--- src/rtl/sipo_pkg.sv ---
// Shared definitions for the serial-in/parallel-out deserializer: FSM state
// encodings, legal WIDTH range and a range-check helper.
package sipo_pkg;

  localparam int unsigned WidthMin = 2;
  localparam int unsigned WidthMax = 32;

  localparam logic [0:0] StIdle  = 1'b0;
  localparam logic [0:0] StShift = 1'b1;

  function automatic bit width_legal(input int unsigned w);
    return (w >= WidthMin) && (w <= WidthMax);
  endfunction

endpackage

--- src/rtl/sipo_shift_core.sv ---
// Shift register and bit counter for sipo_deser. Flags the edge on which the
// last frame bit is sampled and presents the assembled data word alongside it.
module sipo_shift_core
  import sipo_pkg::*;
#(
  parameter int unsigned WIDTH     = 8,
  parameter int unsigned MSB_FIRST = 0,
  parameter int unsigned FRAME_LEN = WIDTH
) (
  input  logic             clk,
  input  logic             rst,
  input  logic             serial_in,
  input  logic             in_valid,
  input  logic             frame_sync,
  output logic             word_done,
  output logic [WIDTH-1:0] word,
  output logic             parity_bad
);

  localparam int unsigned          CntW    = $clog2(FRAME_LEN + 1);
  localparam logic [CntW-1:0]      LastCnt = CntW'(FRAME_LEN - 1);
  localparam logic [CntW-1:0]      DataCnt = CntW'(WIDTH);
  localparam bit                   HasPar  = FRAME_LEN > WIDTH;

  logic [0:0]       state_q, state_d;
  logic [CntW-1:0]  count_q, count_d;
  logic [WIDTH-1:0] data_q, data_d;
  logic             is_data;

  always_comb begin
    state_d   = state_q;
    count_d   = count_q;
    data_d    = data_q;
    word_done = 1'b0;
    // Bits past the data bits (the parity bit) are checked, not stored.
    is_data   = count_q < DataCnt;
    if (frame_sync) begin
      state_d = StIdle;
      count_d = '0;
      data_d  = '0;
    end else if (in_valid) begin
      if (is_data) begin
        if (MSB_FIRST != 0) begin
          data_d = {data_q[WIDTH-2:0], serial_in};
        end else begin
          data_d = {serial_in, data_q[WIDTH-1:1]};
        end
      end
      if (count_q == LastCnt) begin
        state_d   = StIdle;
        count_d   = '0;
        word_done = 1'b1;
      end else if (state_q == StIdle) begin
        state_d = StShift;
        count_d = CntW'(1);
      end else begin
        count_d = count_q + 1'b1;
      end
    end
  end

  assign word       = data_d;
  assign parity_bad = HasPar && ((^data_q) != serial_in);

  always_ff @(posedge clk or posedge rst) begin
    if (rst) begin
      state_q <= StIdle;
      count_q <= '0;
      data_q  <= '0;
    end else begin
      state_q <= state_d;
      count_q <= count_d;
      data_q  <= data_d;
    end
  end

endmodule

--- src/rtl/sipo_deser.sv ---
// Serial-in/parallel-out deserializer with valid/ready output register and
// sticky overrun/parity flags. Define SIPO_DESER_PARITY_EN for a trailing
// even-parity bit per frame.
module sipo_deser
  import sipo_pkg::*;
#(
  parameter int unsigned WIDTH     = 8,
  parameter int unsigned MSB_FIRST = 0
) (
  input  logic             clk,
  input  logic             rst,
  input  logic             serial_in,
  input  logic             in_valid,
  input  logic             frame_sync,
  output logic [WIDTH-1:0] parallel_out,
  output logic             out_valid,
  input  logic             out_ready,
  output logic             overrun,
  input  logic             overrun_clr,
  output logic             parity_err
);

`ifdef SIPO_DESER_PARITY_EN
  localparam int unsigned FrameLen = WIDTH + 1;
`else
  localparam int unsigned FrameLen = WIDTH;
`endif

  if (!width_legal(WIDTH)) begin : g_bad_width
    $error("sipo_deser: WIDTH out of legal range");
  end

  logic             word_done;
  logic [WIDTH-1:0] word;
  logic             parity_bad;

  logic [WIDTH-1:0] parallel_q, parallel_d;
  logic             out_valid_q, out_valid_d;
  logic             overrun_q, overrun_d;
  logic             parity_err_q, parity_err_d;

  sipo_shift_core #(
    .WIDTH     (WIDTH),
    .MSB_FIRST (MSB_FIRST),
    .FRAME_LEN (FrameLen)
  ) u_core (
    .clk        (clk),
    .rst        (rst),
    .serial_in  (serial_in),
    .in_valid   (in_valid),
    .frame_sync (frame_sync),
    .word_done  (word_done),
    .word       (word),
    .parity_bad (parity_bad)
  );

  always_comb begin
    parallel_d   = parallel_q;
    out_valid_d  = out_valid_q;
    overrun_d    = overrun_clr ? 1'b0 : overrun_q;
    parity_err_d = overrun_clr ? 1'b0 : parity_err_q;
    if (word_done) begin
      // A pending word survives; a new one is only taken if the slot frees now.
      if (!out_valid_q || out_ready) begin
        parallel_d  = word;
        out_valid_d = 1'b1;
      end else begin
        overrun_d = 1'b1;
      end
      if (parity_bad) begin
        parity_err_d = 1'b1;
      end
    end else if (out_valid_q && out_ready) begin
      out_valid_d = 1'b0;
    end
  end

  always_ff @(posedge clk or posedge rst) begin
    if (rst) begin
      parallel_q   <= '0;
      out_valid_q  <= 1'b0;
      overrun_q    <= 1'b0;
      parity_err_q <= 1'b0;
    end else begin
      parallel_q   <= parallel_d;
      out_valid_q  <= out_valid_d;
      overrun_q    <= overrun_d;
      parity_err_q <= parity_err_d;
    end
  end

  assign parallel_out = parallel_q;
  assign out_valid    = out_valid_q;
  assign overrun      = overrun_q;
  assign parity_err   = parity_err_q;

endmodule

--- config.mk ---
export PLATFORM = sky130hd
export DESIGN_NAME = sipo_deser
export DESIGN_NICKNAME = d
export VERILOG_FILES = /design/src/rtl/sipo_pkg.sv /design/src/rtl/sipo_shift_core.sv /design/src/rtl/sipo_deser.sv
export SDC_FILE = /design/constraint.sdc
export NUM_CORES = 1
export LEC_CHECK = 0
export CORE_MARGIN = 3
export CORE_UTILIZATION = 45
export DETAILED_ROUTE_END_ITERATION = 16
export PLACE_DENSITY = 0.69
export SLEW_MARGIN = 10
export SYNTH_ARGS = -nofsm -noshare
export SYNTH_HDL_FRONTEND = slang
export SYNTH_HIERARCHICAL = 1
export SYNTH_SLANG_ARGS = --single-unit
--- constraint.sdc ---
create_clock -name clk -period 1.69 [get_ports clk]
set_input_delay 0.2535 -clock clk [delete_from_list [all_inputs] [get_ports clk]]
set_output_delay 0.2535 -clock clk [all_outputs]
set_load 0.02 [all_outputs]
==> qor.yml, run 1 <==
pwr:
  p_sw_frac: 0.204
  pwr-share-comb: 0.062
  p_leak_nw: 0.647
  internal_power_mw: 0.850
  power_density_nw_per_um2: 793
  ir_worst_vdd_v: 0.000715
  p_total_mw: 1.07
  seqPwrFrac: 0.550
  clkPwrFrac: 0.388
  p_switching_mw: 0.219
synthesis:
  synth_xor_area_frac: 0
  synth-seq-cells: 24
  yosys.cell_types.count: 28
  synth_mux_area_frac: 0.120
  synth_area_per_cell_um2: 11.4
  synthAdderAreaFrac: 0.0116
  synth-simple-area-share: 0.170
  synth_edf_count: 0
  syn_area_um2: 1080
  synth_top_family_by_area: "simple AND/OR/NAND/NOR gates"
  syn_nets: 103
  synth_top_area_cell: "dfrtp_1"
  yosys_warnings: 6
  synth_top_area_share: 0.556
  synth_ff_type: "dfrtp_1"
  synth_cells: 95
  synthTopCellsByArea: "dfrtp_1 56%, mux2_4 11%, nand2_1 6.6%, a21oi_1 4.2%, inv_1 2.1%"
  seq_area_frac_synth: 0.556
  synthTopCellsByCount: "24 x dfrtp_1, 19 x nand2_1, 9 x a21oi_1, 8 x mux2_4, 6 x inv_1"
  synth_compound_area_frac: 0.0961
  synth-async-reset-ratio: 1.00
  synth_most_common_cell: "dfrtp_1"
cells_and_area:
  area_growth_pct: 24.7
  final_area_um2: 1350
  final_util: 0.598
  nNetsFinal: 125
  layout-drive-gt1-share: 0.198
  n_fill_cell: 201
  n_antenna_cell: 0
route:
  drtPass1Iterations: 4
  routed_via_density: 5.07
  drtIter0Drc: 7
  vias: 730
  ant_nets: 0
  drc: 0
  wl_um: 2000
  wl_per_cell_um: 13.9
sta:
  min_period_ns: 1.61
  skew_ns: 0.0150
  setup_viol_count_final: 0
  hold_viol: 0
  timing.final.ws_setup_ns: 0.0770
  tns_ns: 0
  finalCritPeriodShare: 0.954
  fmax_ghz: 0.620
  slew_violations: 0
  slew_headroom: 0.664
  rsz0062_at_grt: "no"
  worstMarginPinSlew_ns: 0.503
floorplan:
  io_pins: 18
  die_width_um: 55.0
  rows: 17
  die-area_um2: 3030
  die_h_um: 55.0
  core_area_um2: 2250
  start_util: 0.479
clock_tree:
  clk_path_buf_depth: 2
  ctsHoldBuffers: 0
  cts_root_buffer: "clkbuf_4"
  htreeDepth: 1
  numCtsBuffers: 3
  clk_latency_ns: 0.32
  cts_tree: "done"
  post_cts.repair.setup_buffers: 0
  cts.clk_slew.worst_paths_ns: 0.14
  clkSinkCount: 24
critical_path:
  rr_endpoint: "parallel_out[3]"
  critPathRequiredTime_ns: 1.44
  cp_max_fo: 2
  path_buf_inv: 1
  r2r-start: "u_core/count_q[0]"
  path_class: "reg2out"
  crit_path_end_kind: "output pin"
  critPathLaunchType: "flip-flop"
  cp.depth: 1
  crit_arrival_ns: 1.36
  slowest_delay_ns: 0.62
  crit_path_top_delay_cell: "clkdlybuf4s50_1"
  endpoint: "out_valid"
  startpoint: "out_valid"
  rrSetupSlack_ns: 0.16
  ff2ff_path_depth: 5
  crit_chain: "clkdlybuf4s50_1"
  cp_top_family: "buffers and inverters"
global_routing:
  grt_usage: 0.164
  grt_remaining_overflow: 0
  grt_pass1_vias: 758
  grt_max_degree: 15
  grt_antenna_before_repair: 0
  grt_pass1_wl_um: 3440
outcome:
  outcome: "finished, final reports clean"
placed_design:
  gp_congestion: 0.853
  io_buffer_count: 17
  hpwl_um: 1490
  dp_worst_setup_slack_ns: -0.0947
  dpl_cell_area_um2: 1290
run:
  maxCapViolations: 0
min_path:
  hold_path.class: "in2async"
## metal layers
metal,up-vias,GRT usage,routed length (um)
li1,358,-,-
met1,356,0.225,958
met2,14,0.254,950
met3,2,0.0268,64
met4,0,0.0729,21
met5,-,0,0
## logic make-up after synthesis
logic type / Yosys count
AOI/OAI and AO/OA: 17
muxes: 9
buffers and inverters: 10
other: 1
and+or+nand+nor: 33
adders and majority gates: 1
DFF: 24
## final cells by class
cell class | count | area [um^2] | share of cell area
inverters | 6 | 22.5 | 0.0167
flip-flops and latches | 24 | 601 | 0.446
repair buffers | 21 | 200 | 0.149
clock buffers | 3 | 22.5 | 0.0167
clock inverters | 1 | 30.0 | 0.0223
multi-input cells | 61 | 437 | 0.324
well taps | 28 | 35.0 | 0.0260
## per-stage QoR
stage | instances | hold WS [ns]
floorplan | 95 | 0.106
global placement | 140 | 0.498
detailed placement | 140 | 0.500
CTS | 144 | 0.257
global route | 144 | 0.288
finish | 144 | 0.246
## sequential cells by signal, summed over array words and instances, names as in the netlist
name,count
u_core/count_q,4
parallel_out,8
parity_err,1
out_valid,1
u_core/data_q,8
u_core/state_q,1
overrun,1
## power by group through the flow
stage | logic (mW) | clock network [mW] | registers (mW)
5_1_grt | 0.0746 | 0.441 | 0.589
3_3_place_gp | 0.0652 | 0 | 0.598
6_report | 0.0663 | 0.415 | 0.587
3_5_place_dp | 0.0673 | 0 | 0.598
2_1_floorplan | 0.0390 | 0 | 0.597
4_1_cts | 0.0673 | 0.421 | 0.587
## how the worst min path moves through the flow
stage / end / startpoint
finish: parallel_out[1] / rst
global route: parallel_out[2] / rst
CTS: parallel_out[1] / rst
detailed placement: parallel_out[6] / parallel_out[6]
global placement: parallel_out[5] / parallel_out[5]
floorplan: out_valid / rst
## cells in the final DEF (no fill, tap or decap), drive strengths merged, types with 2 or more instances in the layout
cell           instances
nor2                   3
a21oi                  9
clkbuf                 3
dfrtp                 24
o21ai                  3
mux2                   8
nand2b                 2
inv                    6
clkdlybuf4s50         17
nand2                 20
nand4b                 2
buf                    4
## timing repair
item                       CTS  global route
gates resized for setup      0             1
hold endpoints to repair     0             0
setup endpoints to repair    0             8
(Power assumes the default switching activity.)
==> run 2, diff against run 1 <==
SKIP_LAST_GASP = 1   (was unset)
==> results of run 2 <==
The final DEF is identical to that of run 1; final timing and power are the same.
==> run 3, diff against run 2 <==
==> constraint.sdc (replaced) <==
create_clock -name clk -period 1.69 [get_ports clk]
set_input_delay 0.2535 -clock clk [delete_from_list [all_inputs] [get_ports clk]]
set_output_delay 0.2535 -clock clk [all_outputs]
set_load 0.01 [all_outputs]
==> results of run 3 <==
Same layout as run 1 (identical final DEF). Status: finished, final reports clean.
Among the figures that moved: setup slack after layout 0.0770 ns -> 0.145 ns
